--- src/rtl/sdram_arb_pkg.sv ---
// Shared definitions for the SDRAM arbiter.
//   owner_t    : which requester currently owns the SDRAM controller
//   FAIR_LIMIT : consecutive video grants tolerated while a CPU request waits
//                (only used when SDRAM_ARB_FAIRNESS_EN is defined)
package sdram_arb_pkg;

   typedef enum logic [1:0] {
      OWN_IDLE  = 2'd0,
      OWN_CPU   = 2'd1,
      OWN_VIDEO = 2'd2
   } owner_t;

   localparam int unsigned FAIR_LIMIT = 4;

endpackage

--- src/rtl/sdram_arbiter.sv ---
// Two-port SDRAM arbiter: one CPU port (read/write, single word) and one
// video port (burst read of BURST_LEN words) share a single SDRAM controller.
// Video has fixed priority. Commands are forwarded combinationally in the
// accepting cycle; the arbiter then stays busy until the owner's last ack.
//
// Optional feature: define SDRAM_ARB_FAIRNESS_EN to force a CPU grant after
// FAIR_LIMIT consecutive video grants made while the CPU was waiting.
//
// Ports
//   clk_i, rst_i                 clock, asynchronous active-high reset
//   sdram_*                      command/response to the SDRAM controller
//   cpu_sdram_*                  CPU request port (rd/wr/addr/wdata/wmask in,
//                                rdata/ack/rdy out)
//   video_sdram_*                video request port (rd/addr in,
//                                rdata/ack/rdy out)
//
// state     | meaning
// ----------+-------------------------------------------------------------
// OWN_IDLE  | no transaction in flight; grants possible when sdram_rdy=1
// OWN_CPU   | CPU command issued, waiting for its single ack
// OWN_VIDEO | video burst issued, waiting for BURST_LEN acks
module sdram_arbiter
   import sdram_arb_pkg::*;
#(
   parameter int BURST_LEN = 4
) (
   input  logic        clk_i,
   input  logic        rst_i,

   output logic        sdram_rd,
   output logic        sdram_wr,
   output logic [23:0] sdram_addr_x16,
   output logic [15:0] sdram_wdata,
   output logic [1:0]  sdram_wmask,
   output logic        sdram_burst,
   input  logic [15:0] sdram_rdata,
   input  logic        sdram_ack,
   input  logic        sdram_rdy,

   input  logic        cpu_sdram_rd,
   input  logic        cpu_sdram_wr,
   input  logic [23:0] cpu_sdram_addr_x16,
   input  logic [15:0] cpu_sdram_wdata,
   input  logic [1:0]  cpu_sdram_wmask,
   output logic [15:0] cpu_sdram_rdata,
   output logic        cpu_sdram_ack,
   output logic        cpu_sdram_rdy,

   input  logic        video_sdram_rd,
   input  logic [23:0] video_sdram_addr_x16,
   output logic [15:0] video_sdram_rdata,
   output logic        video_sdram_ack,
   output logic        video_sdram_rdy
);

   localparam int CNT_W = $clog2(BURST_LEN + 1);
   localparam logic [CNT_W-1:0] BURST_CNT = CNT_W'(BURST_LEN);
   localparam logic [CNT_W-1:0] ONE_CNT   = CNT_W'(1);

   owner_t           owner;
   logic [CNT_W-1:0] ack_cnt;

   logic cpu_req;
   logic grant_ok;
   logic force_cpu;
   logic cpu_grant;
   logic video_grant;

   assign cpu_req  = cpu_sdram_rd | cpu_sdram_wr;
   // rst_i gates the grant path so rdy/strobes are quiet for the whole reset
   assign grant_ok = ~rst_i & (owner == OWN_IDLE) & sdram_rdy;

`ifdef SDRAM_ARB_FAIRNESS_EN
   localparam int FAIR_W = $clog2(FAIR_LIMIT + 1);
   localparam logic [FAIR_W-1:0] FAIR_MAX = FAIR_W'(FAIR_LIMIT);

   logic [FAIR_W-1:0] fair_cnt;

   assign force_cpu = (fair_cnt == FAIR_MAX) & cpu_req;

   // Counts back-to-back video grants that overtook a waiting CPU request.
   always_ff @(posedge clk_i or posedge rst_i) begin
      if (rst_i) begin
         fair_cnt <= '0;
      end else if (cpu_grant) begin
         fair_cnt <= '0;
      end else if (video_grant) begin
         if (!cpu_req)
            fair_cnt <= '0;
         else if (fair_cnt != FAIR_MAX)
            fair_cnt <= fair_cnt + 1'b1;
      end
   end
`else
   assign force_cpu = 1'b0;
`endif

   assign video_sdram_rdy = grant_ok & ~force_cpu;
   assign cpu_sdram_rdy   = grant_ok & (~video_sdram_rd | force_cpu);

   // The rdy terms above are mutually exclusive whenever both could fire.
   assign video_grant = video_sdram_rd & video_sdram_rdy;
   assign cpu_grant   = cpu_req & cpu_sdram_rdy;

   // rd+wr together from the CPU is issued as a write only.
   assign sdram_rd       = video_grant | (cpu_grant & ~cpu_sdram_wr);
   assign sdram_wr       = cpu_grant & cpu_sdram_wr;
   assign sdram_burst    = video_grant;
   assign sdram_addr_x16 = video_grant ? video_sdram_addr_x16 : cpu_sdram_addr_x16;
   assign sdram_wdata    = cpu_sdram_wdata;
   assign sdram_wmask    = cpu_sdram_wmask;

   assign cpu_sdram_ack     = (owner == OWN_CPU)   & sdram_ack;
   assign video_sdram_ack   = (owner == OWN_VIDEO) & sdram_ack;
   assign cpu_sdram_rdata   = sdram_rdata;
   assign video_sdram_rdata = sdram_rdata;

   always_ff @(posedge clk_i or posedge rst_i) begin
      if (rst_i) begin
         owner   <= OWN_IDLE;
         ack_cnt <= '0;
      end else begin
         case (owner)
            OWN_IDLE: begin
               if (video_grant) begin
                  owner   <= OWN_VIDEO;
                  ack_cnt <= BURST_CNT;
               end else if (cpu_grant) begin
                  owner   <= OWN_CPU;
                  ack_cnt <= ONE_CNT;
               end
            end
            default: begin
               if (sdram_ack) begin
                  ack_cnt <= ack_cnt - 1'b1;
                  if (ack_cnt == ONE_CNT)
                     owner <= OWN_IDLE;
               end
            end
         endcase
      end
   end

endmodule

--- config.mk ---
export PLATFORM = sky130hd
export DESIGN_NAME = sdram_arbiter
export DESIGN_NICKNAME = d
export VERILOG_FILES = /design/src/rtl/sdram_arb_pkg.sv /design/src/rtl/sdram_arbiter.sv
export SDC_FILE = /design/constraint.sdc
export NUM_CORES = 1
export LEC_CHECK = 0
export BUFFER_PORTS_ARGS = -buffer_cell sky130_fd_sc_hd__buf_2
export CAP_MARGIN = 0
export CORE_MARGIN = 1
export CORE_UTILIZATION = 26
export CTS_CLUSTER_DIAMETER = 150
export CTS_CLUSTER_SIZE = 14
export DETAILED_ROUTE_END_ITERATION = 8
export PLACE_DENSITY = 0.77
export SLEW_MARGIN = 0
export SYNTH_ARGS = -nofsm -noshare
export SYNTH_HDL_FRONTEND = slang
export SYNTH_SLANG_ARGS = --single-unit
--- constraint.sdc ---
create_clock -name clk_i -period 1.9 [get_ports clk_i]
set_input_delay 0.19 -clock clk_i [delete_from_list [all_inputs] [get_ports clk_i]]
set_output_delay 0.19 -clock clk_i [all_outputs]
set_load 0.005 [all_outputs]
==> flow_metrics.py, run 1 <==
metrics = {
    "timing": {
        "fin_skew_ns": 0.00825,
        "rsz0062_at_grt": "yes",
        "worst_slew_pin_slew_ns": 0.359,
        "setup_tns_ns": -2.28,
        "fin_crit_ns": 2.02,
        "max_freq_ghz": 0.496,
        "slew_headroom_pct": 75.4,
        "worst_slack_ns": -0.117,
        "hold_viol": 0,
        "final_max_slew_viol_count": 0,
        "fin_crit_sh_pct": 106,
        "setup_viol": 25,
    },
    "synth": {
        "netlist_area_um2": 1100,
        "synth_cell_types": 25,
        "synth_top_area_share_pct": 34.2,
        "yosys_register_bits": 5,
        "synth_fp_nets": 211,
        "synth_seq_area_share_pct": 11.4,
        "avgSynthCellArea_um2": 9.13,
        "syn_inst": 120,
        "ys_warn_count": 0,
        "yosys-top-cells-area": "buf_4 34%, mux2_4 23%, dfrtp_1 11%",
        "synth.largest_area_cell": "buf_4",
    },
    "clocking": {
        "cts_sinks": 5,
        "htree_levels": 1,
        "clkLatencyLatePin_ns": 0.23,
        "path_clk_slew_ns": 0.04,
        "cts_buffers": 3,
        "root_buffer": "clkbuf_8",
        "cts_tree": "done",
        "clockBufferDepth": 2,
    },
    "grt": {
        "gr-total-overflow": 0,
        "grt_use_met2_pct": 19.8,
        "use_met3_pct": 4.62,
        "met1_usage_pct": 13.1,
        "busiest_layer": "met2",
        "grt_antenna_before_repair": 0,
        "grt_first_pass_wirelength_um": 3760,
        "grt_start_max_net_pins": 12,
        "grt_pass1_vias": 766,
        "grt_usage_pct": 11.8,
    },
    "route": {
        "vias_per_cell": 4.47,
        "detail_route.wirelength_um": 2920,
        "drc": 0,
        "drtIter0Drc": 30,
        "route.vias.total": 961,
        "wire_per_inst_um": 13.6,
        "ant_nets": 0,
        "first_pass_iters": 4,
    },
    "cells_and_area": {
        "diodes": 0,
        "postLayoutCellArea_um2": 1450,
        "fin_util_pct": 35.9,
        "fin_nets": 257,
        "instances_no_fill": 215,
        "final_cell_mix": "68 x buf_2, 17 x mux2_4, 17 x buf_6",
        "mostFrequentLayoutCell": "buf_2",
        "area_growth_pct": 32.0,
        "drive_gt1_share_pct": 77.0,
    },
    "job": {
        "maxCapViolations": 0,
    },
    "die": {
        "die_area_um2": 4480,
        "die_w_um": 66.9,
        "die_height_um": 66.9,
        "start_util_pct": 27.2,
        "coreArea_um2": 4030,
        "io_pins": 170,
        "std_cell_rows": 23,
    },
    "placed_design": {
        "place_inst": 207,
        "detailed_place_hpwl_um": 2180,
        "postPlaceCellArea_um2": 1220,
        "routabilityCongestion": 0.712,
        "port-buffer-count": 85,
    },
    "worst_setup_path": {
        "crit_buf_inv": 2,
        "slowest_stage": "or4b_4",
        "path_delay_family": "simple AND/OR/NAND/NOR gates",
        "start_kind": "register",
        "cp_max_fo": 11,
        "path_class": "reg2out",
        "required_ns": 1.71,
        "worst-endpoint-arrival_ns": 1.83,
        "reg2reg_slack_ns": 0.28,
        "worstSetupEndpointType": "output pin",
        "critical_path.max_stage_delay_ns": 0.57,
        "path_cells": "or4b_4, clkinv_8, nand2_8, mux2_4, buf_6",
    },
    "pwr": {
        "power_density_nw_per_um2": 705,
        "total_power_mw": 1.02,
        "leakage_nw": 0.815,
        "peakVddDrop_mv": 0.247,
    },
    "run_status": {
        "run_status": "finished with violations",
        "violations": "negative setup slack",
    },
    "hold_path": {
        "hold_class": "in2out",
    },
}
-- timing repair --
action	in CTS	in global routing
pin swaps	2	0
endpoints found under the hold margin	5	0
resized for setup	13	9
gates cloned	2	0
hold buffers	1	0
setup buffers	1	0
setup endpoints to repair	25	25
-- kinds of logic after synthesis --
logic type | share of synthesized area (%)
adder cells (fa/ha/maj) | 2.28
AO/OA/AOI/OAI | 6.62
buffers and inverters | 38.5
flip-flops | 11.4
AND/OR/NAND/NOR | 10.7
multiplexers | 30.5
-- registers in the layout, indices dropped and copies added (netlist names) --
| name | flops |
|---|---|
| ack_cnt | 3 |
| owner | 2 |
-- synthesized netlist by cell type (all sizes together) --
| cell type | n |
|---|---|
| buf | 52 |
| mux2 | 24 |
| a21oi | 5 |
| dfrtp | 5 |
| inv | 5 |
| nand2 | 5 |
| nor2 | 4 |
| or2 | 3 |
| ha | 2 |
| nand2b | 2 |
| nor3 | 2 |
| a2111oi | 1 |
| a22o | 1 |
| a31o | 1 |
| and3b | 1 |
| clkinv | 1 |
| nand3 | 1 |
| nand3b | 1 |
| o21a | 1 |
| o21ai | 1 |
| o2bb2ai | 1 |
| or4b | 1 |
-- power breakdown --
part	switching [mW]	leakage [nW]	internal (mW)
clock network	0.0640	0.0255	0.142
registers	0.0375	0.0616	0.157
logic	0.265	0.728	0.354
total	0.366	0.815	0.653
-- final timing paths --
kind,from,end,cells after the start
worst max register to register,owner[0]$_DFFE_PP0P_,ack_cnt[1]$_DFFE_PP0P_,5
max in group asynchronous,rst_i,ack_cnt[0]$_DFFE_PP0P_,3
worst min register to register,ack_cnt[1]$_DFFE_PP0P_,ack_cnt[1]$_DFFE_PP0P_,1
min in group asynchronous,rst_i,owner[0]$_DFFE_PP0P_,3
worst min-delay path,cpu_sdram_wdata[0],sdram_wdata[0],0
worst max-delay path,owner[0]$_DFFE_PP0P_,sdram_addr_x16[18],5
-- metal layers --
metal | routed length, um | share of wire (%) | vias up
met5 | 0 | 0 | -
met4 | 33 | 1.1 | 0
met3 | 295 | 10 | 6
met2 | 1510 | 52 | 84
met1 | 1080 | 37 | 425
li1 | - | - | 446
-- through the flow --
step                setup slack (ns)  hold slack [ns]
detailed placement           -0.0916            0.131
floorplan                     0.0878          -0.0315
finish                        -0.117            0.380
global route                  -0.166            0.380
CTS                           -0.123            0.380
global placement             -0.0522            0.120
-- layout make-up --
type,instances,area (um^2)
clock buffer,3,41.3
multi-input combinational,59,598
fill,423,2580
timing repair buffer,91,579
sequential,5,125
inverter,6,35.0
tap,50,62.6
clock inverter,1,5.00
Note: power is estimated with default switching activity, not from simulation.
==> run 2: changes to the inputs <==
CORE_ASPECT_RATIO = 0.5   (was not set)
GPL_TIMING_DRIVEN = 0   (was not set)
SETUP_SLACK_MARGIN = 0.1   (was not set)
==> run 2 against run 1 <==
  * The flow still finishes with violations (negative setup slack)
  * Core utilization increased by 17 points
  * Clock skew decreased by 0.0042 ns
  * Via count increased by 37%
  * First-iteration DRC count increased by 27%
  * Largest power group unchanged
  * Sequential share of layout area decreased by 2.6 points
  * Final cell count increased by 50%
==> flow_metrics.py, run 2 (synthesized netlist as in run 1, its figures left out) <==
metrics = {
    "cells_and_area": {
        "largest_reg_flops": 3,
        "mostFrequentLayoutCell": "buf_2",
        "postLayoutCellArea_um2": 2110,
        "largest_register": "ack_cnt",
        "area_growth_pct": 92.2,
        "final_cell_mix": "119 x buf_2, 57 x buf_4, 17 x mux2_4",
        "fin_nets": 360,
        "fin_util_pct": 53.2,
        "largestRegisters": "ack_cnt (3), owner (2)",
        "drive_gt1_share_pct": 86.6,
        "diodes": 0,
    },
    "clocking": {
        "htree_levels": 1,
        "clkLatencyLatePin_ns": 0.22,
        "cts_sinks": 5,
        "clockBufferDepth": 2,
        "cts_tree": "done",
        "root_buffer": "clkbuf_8",
        "cts_buffers": 3,
        "path_clk_slew_ns": 0.03,
    },
    "placed_design": {
        "port-buffer-count": 135,
        "postPlaceCellArea_um2": 1840,
        "routabilityCongestion": 0.682,
        "detailed_place_hpwl_um": 2910,
    },
    "timing": {
        "slew_headroom_pct": 73.1,
        "fin_skew_ns": 0.00407,
        "hold_viol": 0,
        "worst_slack_ns": -0.189,
        "final_max_slew_viol_count": 0,
        "worst_slew_pin_slew_ns": 0.393,
        "fin_crit_sh_pct": 110,
        "setup_viol": 25,
        "rsz0062_at_grt": "yes",
        "max_freq_ghz": 0.479,
        "fin_crit_ns": 2.09,
    },
    "route": {
        "ant_nets": 0,
        "maxUsedRoutingLayer": "met3",
        "wire_per_inst_um": 11.7,
        "dr_wl_met2_um": 2150,
        "vias_per_cell": 4.09,
        "drc": 0,
        "first_pass_iters": 4,
        "drtIter0Drc": 38,
        "wl_met3_um": 229,
        "met1_length_um": 1370,
        "detail_route.wirelength_um": 3760,
        "route.vias.total": 1318,
    },
    "grt": {
        "gr-total-overflow": 0,
        "grt_start_max_net_pins": 10,
        "grt_pass1_vias": 990,
        "grt_antenna_before_repair": 0,
        "grt_usage_pct": 13.3,
        "grt_first_pass_wirelength_um": 4510,
    },
    "worst_setup_path": {
        "worst-endpoint-arrival_ns": 1.90,
        "required_ns": 1.71,
        "worstReg2RegStart": "owner[0]$_DFFE_PP0P_",
        "reg2reg_slack_ns": 0.28,
        "worstReg2RegEnd": "ack_cnt[0]$_DFFE_PP0P_",
        "start_kind": "register",
        "cp_max_fo": 8,
        "r2r_cells": 7,
        "worstSetupEndpointType": "output pin",
        "path_class": "reg2out",
    },
    "hold_path": {
        "min_from": "cpu_sdram_rd",
        "hold_path_end": "owner[0]$_DFFE_PP0P_",
        "hold_class": "in2reg",
        "hold_depth": 3,
    },
    "pwr": {
        "p_int_mw": 0.780,
        "pwr-share-seq_pct": 17.2,
        "p_sw_mw": 0.392,
        "peakVddDrop_mv": 0.207,
        "power_density_nw_per_um2": 556,
        "power_frac_comb_pct": 65.8,
        "p_clk_share_pct": 17.0,
        "p_sw_share_pct": 33.5,
        "leakage_nw": 1.28,
    },
    "run_status": {
        "run_status": "finished with violations",
        "violations": "negative setup slack",
    },
    "die": {
        "die_area_um2": 4490,
        "coreArea_um2": 3960,
        "std_cell_rows": 16,
        "io_pins": 170,
        "die_height_um": 47.9,
        "die_w_um": 93.8,
        "start_util_pct": 27.7,
    },
    "job": {
        "maxCapViolations": 0,
    },
}
## run 2: cell types whose count changed in the layout (fill, tap and decap cells not counted), moves of 2 or more
cell | before | now
buf_12 | 0 | 2
buf_2 | 68 | 119
buf_4 | 5 | 57
dfrtp_1 | 5 | 3
dfrtp_2 | 0 | 2
nand2_8 | 3 | 1
## run 2: through the flow
| step | setup TNS, ns | power [mW] | setup slack, ns | hold WS (ns) | instances |
|---|---|---|---|---|---|
| after floorplan | 0 | 0.600 | 0.115 | -0.0315 | 120 |
| after global routing | -5.44 | 1.26 | -0.237 | 0.383 | 322 |
| final | -4.12 | 1.17 | -0.189 | 0.363 | 322 |
| after CTS | -4.68 | 1.16 | -0.208 | 0.343 | 322 |
| after detailed placement | -1.90 | 0.838 | -0.119 | 0.106 | 309 |
| after global placement | -1.34 | 0.814 | -0.0871 | 0.103 | 309 |
## run 2: worst max path at each step
stage                    startpoint                  to  slack [ns]
4_1_cts        owner[0]$_DFFE_PP0P_  sdram_addr_x16[18]       -0.21
3_5_place_dp   owner[0]$_DFFE_PP0P_  sdram_addr_x16[15]       -0.12
6_report       owner[0]$_DFFE_PP0P_  sdram_addr_x16[22]       -0.19
2_1_floorplan  owner[0]$_DFFE_PP0P_  sdram_addr_x16[10]        0.11
3_3_place_gp   owner[0]$_DFFE_PP0P_  sdram_addr_x16[22]       -0.09
5_1_grt        owner[0]$_DFFE_PP0P_  sdram_addr_x16[22]       -0.24
## run 2: metal layers
metal	vias up	GRT usage, %
met1	607	15.4
met2	62	26.3
met4	0	5.23
met3	0	1.90
met5	-	0
li1	649	-
## run 2: final cells by class
cell class                 count  area [um^2]
inverter                       6         27.5
timing repair buffer         144          866
clock buffer                   4         45.0
tap                           54         67.6
multi-input combinational     57          558
fill                         352         1860
buffer                        52          415
sequential                     5          128
## run 2: repair_timing
item | CTS | global route
gates resized for setup | 22 | 3
setup endpoints to repair | 25 | 28
hold buffers | 1 | 0
buffers inserted | 7 | 0
gates cloned | 1 | 0
endpoints found under the hold margin | 5 | 0
pin swaps | 2 | 1
## run 2: power by group through the flow
stage	clock, mW	combinational [mW]	sequential [mW]
floorplan	0	0.399	0.202
CTS	0.208	0.758	0.199
global route	0.210	0.838	0.211
global placement	0	0.597	0.218
finish	0.199	0.771	0.202
detailed placement	0	0.616	0.222
## run 2: critical path: stages (launching register included)
cell and delay [ns]:
dfrtp_2 0.40, or4b_4 0.54, clkinv_4 0.09, nand2_8 0.07, buf_12 0.15, mux2_4 0.30
buf_6 0.12
==> run 3: changes to the inputs <==
CORE_UTILIZATION = 29   (was 26)
PLACE_DENSITY = 0.81   (was 0.77)
SETUP_SLACK_MARGIN = not set   (was 0.1)
clock period = 2 ns   (was 1.9 ns; I/O delays follow)
==> run 3 against run 2 <==
  * The run still ends with negative setup slack left
  * Setup slack improved by 0.067 ns
  * Critical path type unchanged
  * Core utilization grew 7.3 points
  * Worst hold slack improved by 0.038 ns
  * Register-to-register slack lost 0.04 ns
  * Non-clock buffer count unchanged
  * Final cell count down 0.93%
  * Die area is 10% lower
==> flow_metrics.py, run 3 (synthesized netlist as in run 1, its figures left out) <==
metrics = {
    "pwr": {
        "p_sw_share_pct": 34.4,
        "p_sw_mw": 0.394,
        "power_density_nw_per_um2": 537,
        "p_clk_share_pct": 16.3,
        "leakage_nw": 1.29,
        "pwr-share-seq_pct": 17.0,
        "p_int_mw": 0.753,
        "power_frac_comb_pct": 66.7,
        "peakVddDrop_mv": 0.257,
    },
    "cells_and_area": {
        "largest_register": "ack_cnt",
        "final_cell_mix": "116 x buf_2, 56 x buf_4, 19 x buf_6",
        "fin_nets": 360,
        "area_growth_pct": 94.7,
        "largestRegisters": "ack_cnt (3), owner (2)",
        "mostFrequentLayoutCell": "buf_2",
        "largest_reg_flops": 3,
        "diodes": 0,
        "drive_gt1_share_pct": 86.6,
        "fin_util_pct": 60.5,
    },
    "die": {
        "start_util_pct": 31.1,
        "io_pins": 170,
        "coreArea_um2": 3530,
        "std_cell_rows": 15,
        "die_area_um2": 4040,
        "die_w_um": 88.9,
        "die_height_um": 45.5,
    },
    "placed_design": {
        "detailed_place_hpwl_um": 2980,
        "pre_cts_ws_ns": -0.0681,
        "port-buffer-count": 135,
        "routabilityCongestion": 0.781,
    },
    "worst_setup_path": {
        "worst-endpoint-arrival_ns": 1.92,
        "worstSetupEndpointType": "output pin",
        "reg2reg_slack_ns": 0.24,
        "r2r_cells": 8,
        "path_cells": "or4b_4, clkinv_4, nand2_8, buf_12, mux2_4, buf_6",
        "path_delay_family": "simple AND/OR/NAND/NOR gates",
        "required_ns": 1.80,
        "critical_path.max_stage_delay_ns": 0.55,
        "crit_buf_inv": 3,
        "path_class": "reg2out",
        "cp_max_fo": 5,
        "slowest_stage": "or4b_4",
        "worstReg2RegStart": "owner[0]$_DFFE_PP0P_",
        "worstReg2RegEnd": "ack_cnt[0]$_DFFE_PP0P_",
        "start_kind": "register",
    },
    "clocking": {
        "cts_sinks": 5,
        "path_clk_slew_ns": 0.04,
        "root_buffer": "clkbuf_8",
        "htree_levels": 1,
        "clkLatencyLatePin_ns": 0.22,
        "cts_tree": "done",
        "clockBufferDepth": 2,
        "cts_buffers": 3,
    },
    "route": {
        "first_pass_iters": 4,
        "drc": 0,
        "ant_nets": 0,
        "detail_route.wirelength_um": 3940,
        "wire_per_inst_um": 12.3,
        "drtIter0Drc": 23,
        "route.vias.total": 1335,
        "vias_per_cell": 4.18,
    },
    "timing": {
        "setup_viol": 24,
        "fin_crit_sh_pct": 106,
        "fin_crit_ns": 2.12,
        "worst_slack_ns": -0.122,
        "hold_viol": 0,
        "max_freq_ghz": 0.471,
        "worst_slew_pin_slew_ns": 0.358,
        "fin_skew_ns": 0.00486,
        "final_max_slew_viol_count": 0,
        "slew_headroom_pct": 75.5,
        "rsz0062_at_grt": "yes",
    },
    "grt": {
        "grt_pass1_vias": 1213,
        "grt_start_max_net_pins": 10,
        "grt_antenna_before_repair": 0,
        "gr-total-overflow": 0,
        "grt_usage_pct": 17.1,
        "grt_first_pass_wirelength_um": 5180,
    },
    "hold_path": {
        "min_from": "cpu_sdram_wr",
        "hold_class": "in2reg",
        "hold_path_end": "owner[0]$_DFFE_PP0P_",
        "hold_depth": 3,
    },
    "run_status": {
        "run_status": "finished with violations",
        "violations": "negative setup slack",
    },
    "job": {
        "maxCapViolations": 0,
    },
}
[run 3: cell count changes in the layout (fill, tap and decap cells not counted)]
cell / delta
buf_2: -3
buf_12: +1
buf_6: +3
buf_4: -1
[run 3: cell type report]
type                    instances  area, um^2
clock buffers                   4        45.0
plain buffers                  52         415
flip-flops and latches          5         128
fillers                       301        1390
inverters                       6        27.5
well taps                      51        63.8
repair buffers                144         897
multi-input cells              57         558
[run 3: routing by layer]
layer	track usage [%]	share of wire (%)
met1	17.5	35
met2	34.8	57
met3	1.81	4.7
met4	10.5	2.9
met5	0	0
[run 3: tightest hold or removal path: stages]
cell and delay (ns):
buf_2 0.08, or2_2 0.14, a22o_1 0.16
[run 3: worst max path at each step]
stage | startpoint | end | slack (ns) | cells after the start
after floorplan | owner[0]$_DFFE_PP0P_ | sdram_addr_x16[10] | 0.18 | 5
after global placement | owner[0]$_DFFE_PP0P_ | sdram_addr_x16[11] | -0.05 | 6
after detailed placement | owner[0]$_DFFE_PP0P_ | sdram_addr_x16[18] | -0.07 | 6
after CTS | owner[0]$_DFFE_PP0P_ | sdram_addr_x16[18] | -0.12 | 6
after global routing | owner[0]$_DFFE_PP0P_ | sdram_addr_x16[17] | -0.16 | 6
final | owner[0]$_DFFE_PP0P_ | sdram_addr_x16[9] | -0.12 | 6
[run 3: power groups by stage]
stage / clock [mW] / sequential (mW) / combinational, mW
floorplan: 0 / 0.192 / 0.377
detailed placement: 0 / 0.207 / 0.593
CTS: 0.186 / 0.189 / 0.733
global placement: 0 / 0.204 / 0.569
finish: 0.187 / 0.195 / 0.765
global route: 0.201 / 0.196 / 0.824
[run 3: through the flow]
stage	std cells	cell area, um^2	power (mW)	setup TNS, ns	hold slack [ns]
2_1_floorplan	120	1100	0.568	0	-0.0215
3_3_place_gp	306	1840	0.773	-0.781	0.110
3_5_place_dp	306	1840	0.800	-1.02	0.108
4_1_cts	318	2100	1.11	-2.42	0.391
5_1_grt	319	2130	1.22	-3.39	0.399
6_report	319	2130	1.15	-2.36	0.401
[run 3: what timing repair did]
action                                  4_1_cts  5_1_grt
pin swaps                                     1        0
buffers inserted                              6        1
hold endpoints to repair                      5        0
gates resized for setup                      24        5
endpoints found under the setup margin       25       25
hold buffers                                  1        0
cloned                                        1        0
